--- config.mk ---
export PLATFORM = sky130hd
export DESIGN_NAME = fifo8_word_flat
export DESIGN_NICKNAME = d
export VERILOG_FILES = /design/src/rtl/fifo8_word_pkg.sv /design/src/rtl/fifo8_word_if.sv /design/src/rtl/fifo8_word_mux8way16.sv /design/src/rtl/fifo8_word.sv /design/src/flat_wrapper.sv
export SDC_FILE = /design/constraint.sdc
export NUM_CORES = 1
export LEC_CHECK = 0
export CAP_MARGIN = 40
export CORE_AREA = 2 2 109 111
export DETAILED_ROUTE_END_ITERATION = 8
export DIE_AREA = 0 0 111 113
export GPL_TIMING_DRIVEN = 0
export PLACE_DENSITY = 0.71
export SYNTH_ARGS = -nofsm -noshare
export SYNTH_HDL_FRONTEND = slang
export SYNTH_SLANG_ARGS = --single-unit
--- constraint.sdc ---
create_clock -name clock -period 3.05 [get_ports clock]
set_clock_uncertainty 0.05 [all_clocks]
set_input_delay 0.61 -clock clock [delete_from_list [all_inputs] [get_ports clock]]
set_output_delay 0.61 -clock clock [all_outputs]
set_load 0.1 [all_outputs]
--- src/rtl/fifo8_word_pkg.sv ---
// fifo8_word_pkg: shared sizing constants and the one-hot write decode
// used by the 8-entry first-word-fall-through word FIFO.
//   WIDTH_DEFAULT : default word width
//   DEPTH         : number of storage entries (8)
//   PTR_W         : read/write pointer width (3, free-running mod 8)
//   CNT_W         : occupancy counter width (4, holds 0..8)
package fifo8_word_pkg;

  localparam int WIDTH_DEFAULT = 16;
  localparam int DEPTH         = 8;
  localparam int PTR_W         = 3;
  localparam int CNT_W         = 4;

  // DMux8Way-style decode: steer a single enable onto one of eight lines.
  function automatic logic [DEPTH-1:0] onehot8(input logic [PTR_W-1:0] sel);
    logic [DEPTH-1:0] one;
    one = DEPTH'(1);
    return one << sel;
  endfunction

endpackage

--- src/rtl/fifo8_word_if.sv ---
// fifo8_word_if: producer/consumer bus of the word FIFO.
//   in, push, pop                            : driven by the master (bench / producer+consumer)
//   out, full, empty, count, overflow, underflow : driven by the slave (the FIFO)
interface fifo8_word_if
  import fifo8_word_pkg::*;
#(
  parameter int WIDTH = WIDTH_DEFAULT
);

  logic [WIDTH-1:0] in;
  logic             push;
  logic             pop;
  logic [WIDTH-1:0] out;
  logic             full;
  logic             empty;
  logic [CNT_W-1:0] count;
  logic             overflow;
  logic             underflow;

  modport master (
    output in, push, pop,
    input  out, full, empty, count, overflow, underflow
  );

  modport slave (
    input  in, push, pop,
    output out, full, empty, count, overflow, underflow
  );

endinterface

--- src/rtl/fifo8_word_mux8way16.sv ---
// fifo8_word_mux8way16: Mux8Way16-style read select cell.
//   d   : eight WIDTH-bit inputs
//   sel : 3-bit select
//   y   : d[sel]
module fifo8_word_mux8way16
  import fifo8_word_pkg::*;
#(
  parameter int WIDTH = WIDTH_DEFAULT
) (
  input  logic [WIDTH-1:0] d [DEPTH],
  input  logic [PTR_W-1:0] sel,
  output logic [WIDTH-1:0] y
);

  always_comb begin
    y = d[0];
    case (sel)
      3'd0:    y = d[0];
      3'd1:    y = d[1];
      3'd2:    y = d[2];
      3'd3:    y = d[3];
      3'd4:    y = d[4];
      3'd5:    y = d[5];
      3'd6:    y = d[6];
      3'd7:    y = d[7];
      default: y = d[0];
    endcase
  end

endmodule

--- src/rtl/fifo8_word.sv ---
// fifo8_word: 8-entry, WIDTH-bit first-word-fall-through FIFO.
//   clock : single clock, rising edge
//   reset : asynchronous, active-high; clears pointers, count and sticky flags
//   bus   : fifo8_word_if.slave
//     in/push  : write word / write request
//     pop      : advance head
//     out      : head word (0 when empty), combinational from storage only
//     full/empty/count : occupancy, all decoded from the registered count
//     overflow  : sticky, push dropped because full
//     underflow : sticky, pop attempted while empty
module fifo8_word
  import fifo8_word_pkg::*;
#(
  parameter int WIDTH = WIDTH_DEFAULT
) (
  input  logic         clock,
  input  logic         reset,
  fifo8_word_if.slave  bus
);

  logic [PTR_W-1:0] wr_ptr_q, wr_ptr_d;
  logic [PTR_W-1:0] rd_ptr_q, rd_ptr_d;
  logic [CNT_W-1:0] count_q, count_d;
  logic             overflow_q, overflow_d;
  logic             underflow_q, underflow_d;
  logic [WIDTH-1:0] mem_q [DEPTH];
  logic [WIDTH-1:0] mem_d [DEPTH];

  logic [DEPTH-1:0] wr_en;
  logic             full, empty;
  logic             push_acc, pop_acc;
  logic [WIDTH-1:0] head;

  always_comb begin
    full     = (count_q == CNT_W'(DEPTH));
    empty    = (count_q == '0);
    // A full FIFO still takes a push when the head leaves in the same cycle.
    push_acc = bus.push && (!full || bus.pop);
    pop_acc  = bus.pop && !empty;
    wr_en    = push_acc ? onehot8(wr_ptr_q) : '0;

    // Pointers are free-running; the natural PTR_W-bit wrap gives mod 8.
    wr_ptr_d = wr_ptr_q + PTR_W'(push_acc);
    rd_ptr_d = rd_ptr_q + PTR_W'(pop_acc);

    count_d = count_q;
    if (push_acc && !pop_acc) begin
      count_d = count_q + CNT_W'(1);
    end else if (pop_acc && !push_acc) begin
      count_d = count_q - CNT_W'(1);
    end

    overflow_d  = overflow_q  | (bus.push && !push_acc);
    underflow_d = underflow_q | (bus.pop && empty);
  end

  always_comb begin
    for (int i = 0; i < DEPTH; i++) begin
      mem_d[i] = wr_en[i] ? bus.in : mem_q[i];
    end
  end

  // Storage carries no reset; stale contents are masked by count.
  always_ff @(posedge clock) begin
    for (int i = 0; i < DEPTH; i++) begin
      mem_q[i] <= mem_d[i];
    end
  end

  always_ff @(posedge clock or posedge reset) begin
    if (reset) begin
      wr_ptr_q    <= '0;
      rd_ptr_q    <= '0;
      count_q     <= '0;
      overflow_q  <= 1'b0;
      underflow_q <= 1'b0;
    end else begin
      wr_ptr_q    <= wr_ptr_d;
      rd_ptr_q    <= rd_ptr_d;
      count_q     <= count_d;
      overflow_q  <= overflow_d;
      underflow_q <= underflow_d;
    end
  end

  fifo8_word_mux8way16 #(.WIDTH(WIDTH)) u_read_mux (
    .d   (mem_q),
    .sel (rd_ptr_q),
    .y   (head)
  );

  assign bus.out       = empty ? '0 : head;
  assign bus.full      = full;
  assign bus.empty     = empty;
  assign bus.count     = count_q;
  assign bus.overflow  = overflow_q;
  assign bus.underflow = underflow_q;

endmodule

--- src/flat_wrapper.sv ---
// flat-port wrapper written by rule: the top's interface ports become plain ports
module fifo8_word_flat import fifo8_word_pkg::*;
#(
  parameter int WIDTH = WIDTH_DEFAULT
)
  (clock, reset, bus_in, bus_push, bus_pop, bus_out, bus_full, bus_empty, bus_count, bus_overflow, bus_underflow);
  fifo8_word_if #(.WIDTH(WIDTH)) bus_i ();
  input  logic clock;
  input  logic reset;
  input wire logic [$bits(bus_i.in)-1:0] bus_in;
  input wire logic [$bits(bus_i.push)-1:0] bus_push;
  input wire logic [$bits(bus_i.pop)-1:0] bus_pop;
  output wire logic [$bits(bus_i.out)-1:0] bus_out;
  output wire logic [$bits(bus_i.full)-1:0] bus_full;
  output wire logic [$bits(bus_i.empty)-1:0] bus_empty;
  output wire logic [$bits(bus_i.count)-1:0] bus_count;
  output wire logic [$bits(bus_i.overflow)-1:0] bus_overflow;
  output wire logic [$bits(bus_i.underflow)-1:0] bus_underflow;
  assign bus_i.in = bus_in;
  assign bus_i.push = bus_push;
  assign bus_i.pop = bus_pop;
  assign bus_out = bus_i.out;
  assign bus_full = bus_i.full;
  assign bus_empty = bus_i.empty;
  assign bus_count = bus_i.count;
  assign bus_overflow = bus_i.overflow;
  assign bus_underflow = bus_i.underflow;
  fifo8_word #(.WIDTH(WIDTH)) u_core (.clock(clock), .reset(reset), .bus(bus_i));
endmodule
== Word-level counts from Yosys, hierarchy flattened ==
Cells that the tools add are included.

* Input port bits: 20
* Output and inout port bits: 24
* Logic and storage cells: 47
* Register bits: 140

* Mux-type cells: 5
* Shift-type cells: 1
* Add/sub/neg operators: 4
* Bitwise operators: 2
* Eq/ne operators: 8
* Reductions and logical operators: 14

{| class="wikitable"
|+ Operator list
! cell !! number
|-
| $pmux W16 S8 || 1
|-
| $mux W16 || 1
|-
| $eq A3 B3 Y1 const B || 4
|-
| $mux W4 || 2
|-
| $mux W8 || 1
|-
| $shl A1 B3 Y8 const A || 1
|-
| $add A3 B1 Y3 || 2
|-
| $eq A3 B2 Y1 const B || 2
|-
| $logic_and A1 B1 Y1 || 6
|-
| $add A4 B1 Y4 const B || 1
|-
| $eq A4 B4 Y1 const B || 1
|-
| $logic_not A1 Y1 || 4
|-
| $logic_not A4 Y1 || 1
|-
| $sub A4 B1 Y4 const B || 1
|-
| $eq A3 B1 Y1 const B || 1
|-
| $logic_not A3 Y1 || 1
|-
| $or A1 B1 Y1 || 2
|-
| $reduce_bool A2 Y1 || 1
|-
| $logic_or A1 B1 Y1 || 1
|}

== Logic depth before layout (Yosys ltp) ==
Gate-level depths: netlist (run 1).

* Depth after elaboration: 8
* Depth in mapped cells: 11

== Hierarchy ==
From an unflattened synthesis (run 1), not the netlist that was laid out.

* Cell total of the unflattened synthesis: 386
* Area total of the unflattened synthesis: 5,793.1 um2

{| class="wikitable"
|+ Modules (own cells, without submodules)
! module !! area each (um2) !! cells an instance !! instances
|-
| fifo8_word || 4,678.2 || 209 || 1
|-
| fifo8_word_mux8way16 || 1,114.8 || 177 || 1
|}

== Worst setup path after synthesis (run 1) ==
OpenSTA, ideal clock, no wires.

* Path kind: register to output
* From: register u_core.count_q[0], in the netlist u_core.bus.count[0]
* To: output bus_out[10]
* Arrival time: 3,022 ps
* Slack: -632 ps
* Path buffers: 2
* Required time: 2,390 ps
* Cell stages (with the launch flop): 6
* Cells stage by stage: dfrtp_1 or4_1 buf_2 buf_6 o21ai_0 a21oi_1

* Longest elaborated chain between the ends: 2

{| class="wikitable"
|+ RTL lines
! what !! line !! text
|-
| start: declaration || fifo8_word.sv:23 || <nowiki>logic [CNT_W-1:0] count_q, count_d;</nowiki>
|-
| start signal: assignment || fifo8_word.sv:80 || <nowiki>count_q <= count_d;</nowiki>
|-
| $logic_not A4 Y1 || fifo8_word.sv:36 || <nowiki>empty = (count_q == '0);</nowiki>
|-
| $mux W16 || fifo8_word.sv:92 || <nowiki>assign bus.out = empty ? '0 : head;</nowiki>
|-
| end: declaration || flat_wrapper.sv:13 || <nowiki>output wire logic [$bits(bus_i.out)-1:0] bus_out;</nowiki>
|}

Every way passes these cells.

== Worst setup path after layout (run 1) ==
* From: register u_core.count_q[2], in the netlist u_core.bus.count[2]
* To: output bus_out[0]

Same word-level chain as after synthesis.

==> results by group, run 1 <==
Synthesis
  • Number of synthesized flops with an enable pin: roughly 130
  • Sequential fraction of the synthesis area: 71.9%
  • FFs w/ async S/R, synth: between 8 and 9%
  • Synth cell types: 42
  • Synth Area in Adders: roughly 1.9%
  • Yosys reg bits: 140
  • Syn_nets: 405
  • Largest family of logic cells by synthesized area: compound AO/OA/AOI/OAI gates
  • Main flop type after synthesis: edfxtp_1
  • Syn Std Cell Area: 5760 um2
  • Mapped Cells: 377
  • Post-synthesis simple-gate area fraction: around 6.6%
  • Synth Area in Compound Gates: 11.0%
  • Yosys warns: 0
  • Post-synthesis mux area share: between 5 and 6%
  • XOR/XNOR Fraction of Synth Area: less than 1%
  • Synth Area per Inst: around 15 um2

Die
  • Row cnt: 39
  • Core Region: 11300 um2
  • DIE AREA: 12500 um2
  • Starting density of the core: 51.1%
  • Die width: 111 um
  • Boundary pin count: 44
  • Die Ht: 113 um

Placement
  • DP Area: 7020 um2
  • PortBufs: 43
  • Final HPWL DP: 8.29 mm
  • Final Wtd Congestion: 0.749

Detailed routing
  • Post-DR vias/cell: just under 6
  • Met3 wire len: 771 um
  • Vias: around 3600
  • Metal2 WL: 6.80 mm
  • DR DRC count: 0
  • Post-route antenna net violation count: 0
  • Met1 Routed Length: 5.57 mm
  • Iteration-0 DRC Markers: 289
  • Final WL: about 13 mm
  • Detailed-router iteration count before antenna repair: 5
  • Max layer used: met4
  • Drt wl/cell: around 21 um

Worst setup path
  • Crit path from: u_core.bus.count[2]
  • Startpoint type of the worst setup path: flop
  • CP Data Required Time: 2.39 ns
  • Reg2Reg Depth: 11
  • CP endpoint: bus_out[0]
  • Worst R2R End: u_core.bus.count[3]
  • CP Max Fanout: 4
  • RR Startpoint: u_core.bus.count[2]
  • Reg2Reg Setup Slack: approximately 0.12 ns
  • CP Capture Type: output pin
  • Worst Setup Path Type: reg2out
  • Worst EP arrival: 2.37 ns

Final layout
  • Ant. Diodes: 0
  • Most common cell after layout, fill and taps aside: edfxtp_1
  • Final Cell Area: approximately 8000 um2
  • Most frequent cells in the layout: 128 x edfxtp_1, 26 x clkdlybuf4s50_1, 20 x buf_4
  • Share of cells above drive strength 1: around a third
  • Syn-to-layout area delta: 35.1%
  • Nets: 496

Global routing
  • Initial antenna violation count: 0
  • All-layer global routing usage: between 20% and 30%
  • Vias in the first global route: 3580
  • GR Overflow Total: 0
  • First-pass GRT wire length: 20.1 mm
  • Largest net degree at the start of global routing: 17

Timing
  • Worst slew pin tran: 0.636 ns
  • Slew headroom: 57.6%
  • Max-slew violation count: 0
  • Fmax: 0.331 GHz
  • Final period util: 99.2%
  • # setup viols final: 0
  • Minimum hold slack: about 0.41 ns
  • Fin. Hold Viols: 0
  • Min Tclk post-route: 3.03 ns

Clocking
  • Clk slew on worst S/H paths: 0.06 ns
  • H-tree levels: 4
  • Root Buffer: clkbuf_16
  • Clock insertion delay at the later pin of the skew report: 0.42 ns
  • CTS Sinks: 140
  • Hold-fix buffer count after cts: 0
  • TritonCTS clock tree: built
  • Number of CTS-inserted buffers: 17
  • Deepest clock path buffer count: 2

Flow run
  • Number of max-cap violations: 0

Min path
  • Worst hold-check path type: reg2reg

Outcome
  • Outcome: complete, no violations
-- sequential cells by signal (all words and copies together) (netlist names) --
name,count
u_core.bus.count,4
u_core.bus.overflow,1
u_core.bus.underflow,1
u_core.mem_q,128
u_core.rd_ptr_q,3
u_core.wr_ptr_q,3
-- synth_stat cells (all sizes together), types with 2 or more instances --
library cell    n  share of area [%]
o21ai          22                1.9
dfrtp          12                5.2
nor3            3               0.26
a21oi          26                2.3
xor2            2               0.30
a22o           17                2.6
nand2          13               0.89
edfxtp        128                 67
mux2i          15                2.6
nor2b           8               0.87
a22oi           6               0.78
buf            20                2.4
inv             6               0.39
a221oi          6               0.91
nand2b         12                1.3
o2bb2ai         5               0.76
a21o            6               0.78
xnor2           2               0.30
mux2           13                2.5
nand3           9               0.78
nor2           24                1.6
ha              7                1.5
-- cell type report --
type,instances,area (um2)
repair buffers,72,946
well taps,143,179
fillers,695,3490
clock buffers,17,425
clock inverters,13,176
inverters,7,30.0
plain buffers,21,215
flip-flops and latches,140,4150
multi-input cells,209,1660
-- kinds of logic after synthesis --
| family | after synthesis |
|---|---|
| flops | 140 |
| fa+ha+maj | 8 |
| xor+xnor | 4 |
| simple gates | 75 |
| buf+inv | 28 |
| mux | 28 |
| compound gates | 94 |
-- worst max-delay path, cell delays in order (launching register included) --
cell and delay (ns):
dfrtp_4 0.49, or4_4 0.55, buf_8 0.15, buf_4 0.14
o21ai_1 0.10, a21oi_2 0.06, dlygate4sd2_1 0.28, buf_12 0.17
-- through the flow --
stage	worst slack, ns	cells	setup TNS [ns]	utilization [%]
floorplan	0.0407	377	0	-
global placement	-1.36	563	-83.30	57.6
detailed placement	-0.208	597	-1.36	62.3
CTS	-0.185	616	-0.338	68.2
global route	-0.0335	622	-0.0335	69.1
finish	0.0243	622	0	69.1
-- repair_timing --
| item | CTS | global route |
|---|---|---|
| pin swaps | 1 | 5 |
| resized for setup | 59 | 13 |
| setup buffers | 3 | 8 |
| endpoints found under the setup margin | 17 | 3 |
-- worst min-delay path by stage --
stage / start / end / cells after the start
2_1_floorplan: reset / u_core.bus.overflow / 1
6_report: u_core.bus.overflow / u_core.bus.overflow / 1
5_1_grt: u_core.bus.overflow / u_core.bus.overflow / 1
3_3_place_gp: u_core.bus.underflow / u_core.bus.underflow / 1
4_1_cts: u_core.bus.underflow / u_core.bus.underflow / 1
3_5_place_dp: u_core.bus.overflow / u_core.bus.overflow / 1
-- routing by layer --
| metal | track usage, % | vias to the layer above |
|---|---|---|
| li1 | - | 1635 |
| met5 | 0 | - |
| met1 | 28.5 | 1826 |
| met2 | 36.7 | 144 |
| met3 | 5.78 | 18 |
| met4 | 6.33 | 0 |
Power of run 1 is left out: the tool's default activity adds up to more than one toggle a clock period on the data nets, which glitch-free logic cannot reach.
==> run 2, diff against run 1 <==
--- a/config.mk
+++ b/config.mk
@@ -6,11 +6,13 @@
 export NUM_CORES = 1
 export LEC_CHECK = 0
 export CAP_MARGIN = 40
-export CORE_AREA = 2 2 109 111
+export CORE_AREA = 2 2 101 103
+export CTS_BUF_LIST = sky130_fd_sc_hd__clkbuf_4 sky130_fd_sc_hd__clkbuf_8 sky130_fd_sc_hd__clkbuf_16
 export DETAILED_ROUTE_END_ITERATION = 8
-export DIE_AREA = 0 0 111 113
+export DIE_AREA = 0 0 103 105
+export DONT_BUFFER_PORTS = 1
 export GPL_TIMING_DRIVEN = 0
-export PLACE_DENSITY = 0.71
+export PLACE_DENSITY = 0.72
 export SYNTH_ARGS = -nofsm -noshare
 export SYNTH_HDL_FRONTEND = slang
 export SYNTH_SLANG_ARGS = --single-unit
==> constraint.sdc (replaced) <==
create_clock -name clock -period 3.5 [get_ports clock]
set_clock_uncertainty 0.05 [all_clocks]
set_input_delay 0.7 -clock clock [delete_from_list [all_inputs] [get_ports clock]]
set_output_delay 0.7 -clock clock [all_outputs]
set_load 0.1 [all_outputs]
==> run 2 against run 1 <==
Effect of this change:
- core utilization grew 5.8 points
- sequential cell count is the same
- setup slack gained 0.15 ns
- highest routed layer unchanged
==> results by group, run 2 (synthesized netlist as in run 1, its figures left out) <==
Placement
  • Placed Cells: 541 (-9.4%)
  • Final Wtd Congestion: 0.750 (+0.21%)
  • Final HPWL DP: 8.02 mm (-3.2%)
  • DP Area: 6570 um2 (-6.4%)
  • PortBufs: 0 (-100%)

Detailed routing
  • Drt wl/cell: 22.1 um (+3.1%)
  • Iteration-0 DRC Markers: 281 (-2.8%)
  • DR DRC count: 0 (unchanged)
  • Post-DR vias/cell: 5.99 (+2.9%)
  • Vias: 3434 (-5.2%)
  • Post-route antenna net violation count: 0 (unchanged)
  • Final WL: 12.7 mm (-5.0%)
  • Detailed-router iteration count before antenna repair: 5 (unchanged)

Final layout
  • Share of cells above drive strength 1: 28.6% (-4.3 points)
  • Max FFs per register: 128 (unchanged)
  • Largest reg by FF count: u_core.mem_q
  • # fillers: 578 (-17%)
  • Area of the multi-input gates: 1530 um2 (-7.7%)
  • Final Cell Area: 7210 um2 (-7.3%)
  • Ant. Diodes: 0 (unchanged)
  • Finished Layout Cells: 573 (-7.9%)
  • Nets: 455 (-8.3%)
  • Most common cell after layout, fill and taps aside: edfxtp_1
  • Most frequent cells in the layout: 128 x edfxtp_1, 22 x o21ai_0, 17 x a22o_1
  • Register area: 4150 um2 (-0.21%)
  • Syn-to-layout area delta: 25.2%

Die
  • Boundary pin count: 44 (unchanged)
  • Row cnt: 36 (-7.7%)
  • Core Region: 9640 um2 (-14%)
  • Die width: 103 um (-7.2%)
  • Die Ht: 105 um (-7.1%)
  • Starting density of the core: 59.8% (+8.7 points)
  • DIE AREA: 10800 um2 (-14%)

Global routing
  • Initial antenna violation count: 0 (unchanged)
  • All-layer global routing usage: 25.3% (+3.4 points)
  • Vias in the first global route: 3661 (+2.3%)
  • GR Overflow Total: 0 (unchanged)
  • First-pass GRT wire length: 19.5 mm (-3.0%)
  • Largest net degree at the start of global routing: 17 (unchanged)

Clocking
  • Hold-fix buffer count after cts: 0 (unchanged)
  • Deepest clock path buffer count: 2 (unchanged)
  • Number of CTS-inserted buffers: 17 (unchanged)
  • CTS Sinks: 140 (unchanged)
  • Root Buffer: clkbuf_8
  • Clk slew on worst S/H paths: 0.06 ns (about the same)
  • Clock insertion delay at the later pin of the skew report: 0.52 ns (+0.10 ns)
  • H-tree levels: 4 (unchanged)
  • TritonCTS clock tree: built

Worst setup path
  • CP Capture Type: flop
  • Startpoint type of the worst setup path: flop
  • Worst EP arrival: 3.67 ns (+1.30 ns)
  • Reg2Reg Depth: 12 (+1)
  • CP Data Required Time: 3.85 ns (+1.46 ns)
  • CP Max Fanout: 10 (+6)
  • Worst Setup Path Type: reg2reg

Timing
  • Max-slew violation count: 0 (unchanged)
  • # setup viols final: 0 (unchanged)
  • Setup TNS: 0 ns (unchanged)
  • Fmax: around 0.3 GHz
  • Fin. Hold Viols: 0 (unchanged)
  • Worst slew pin tran: 0.848 ns (+0.212 ns)
  • Slew headroom: 43.4% (-14 points)
  • Final period util: 94.9%
  • Min Tclk post-route: 3.32 ns
  • RSZ-0062 raised after global routing: false

Flow run
  • Number of max-cap violations: 0 (unchanged)

Outcome
  • Outcome: complete, no violations

Min path
  • Worst hold-check path type: in2async
run 2: timing repair:
action / in CTS / in global routing
setup buffers: 0 / 0
gates resized for setup: 0 / 2
endpoints found under the setup margin: 0 / 5
run 2: final timing paths:
path | slack (ns) | end | start
max | 0.18 | u_core.bus.count[3] | u_core.bus.count[0]
min | 0.02 | u_core.bus.count[0] | reset
max reg2reg | 0.18 | u_core.bus.count[3] | u_core.bus.count[0]
min reg2reg | 0.46 | u_core.wr_ptr_q[2] | u_core.wr_ptr_q[2]
max in group asynchronous | 3.04 | u_core.bus.count[0] | reset
min in group clock | 0.22 | u_core.mem_q[33] | bus_in[1]
run 2: area by class of cell:
cell class                 count  area share [%]
buffer                        20            1.89
timing repair buffer          32            7.98
tap                          133            2.31
clock buffer                  17            5.74
sequential                   140            57.5
multi-input combinational    209            21.2
inverter                       7           0.364
clock inverter                15            3.04
run 2: per-layer routing:
metal | track usage [%] | up-vias | share of wire [%]
li1 | - | 1552 | -
met5 | 0 | - | 0
met3 | 6.15 | 30 | 6.5
met4 | 11.6 | 0 | 2.4
met2 | 40.9 | 155 | 52
met1 | 32.0 | 1697 | 39
run 2: worst max-delay path, stage by stage (launching register included):
cell and delay [ns]:
dfrtp_2 0.45, buf_6 0.15, or4_1 0.46, buf_2 0.22, buf_6 0.19, nand2_1 0.11
ha_2 0.22, inv_1 0.11, ha_1 0.29, a21o_1 0.22, a2111oi_2 0.35, a31oi_1 0.07
a221o_1 0.32
run 2: per-stage QoR:
step / utilization (%) / setup WS (ns) / hold slack, ns
after CTS: 74.8 / 0.0648 / 0.0335
after global placement: 62.0 / -0.814 / 0.438
after global routing: 74.8 / 0.0267 / 0.0563
after detailed placement: 68.2 / 0.187 / 0.453
after floorplan: - / 0.0613 / 0.420
final: 74.8 / 0.177 / 0.0218
Power of run 2 is left out for the same reason.
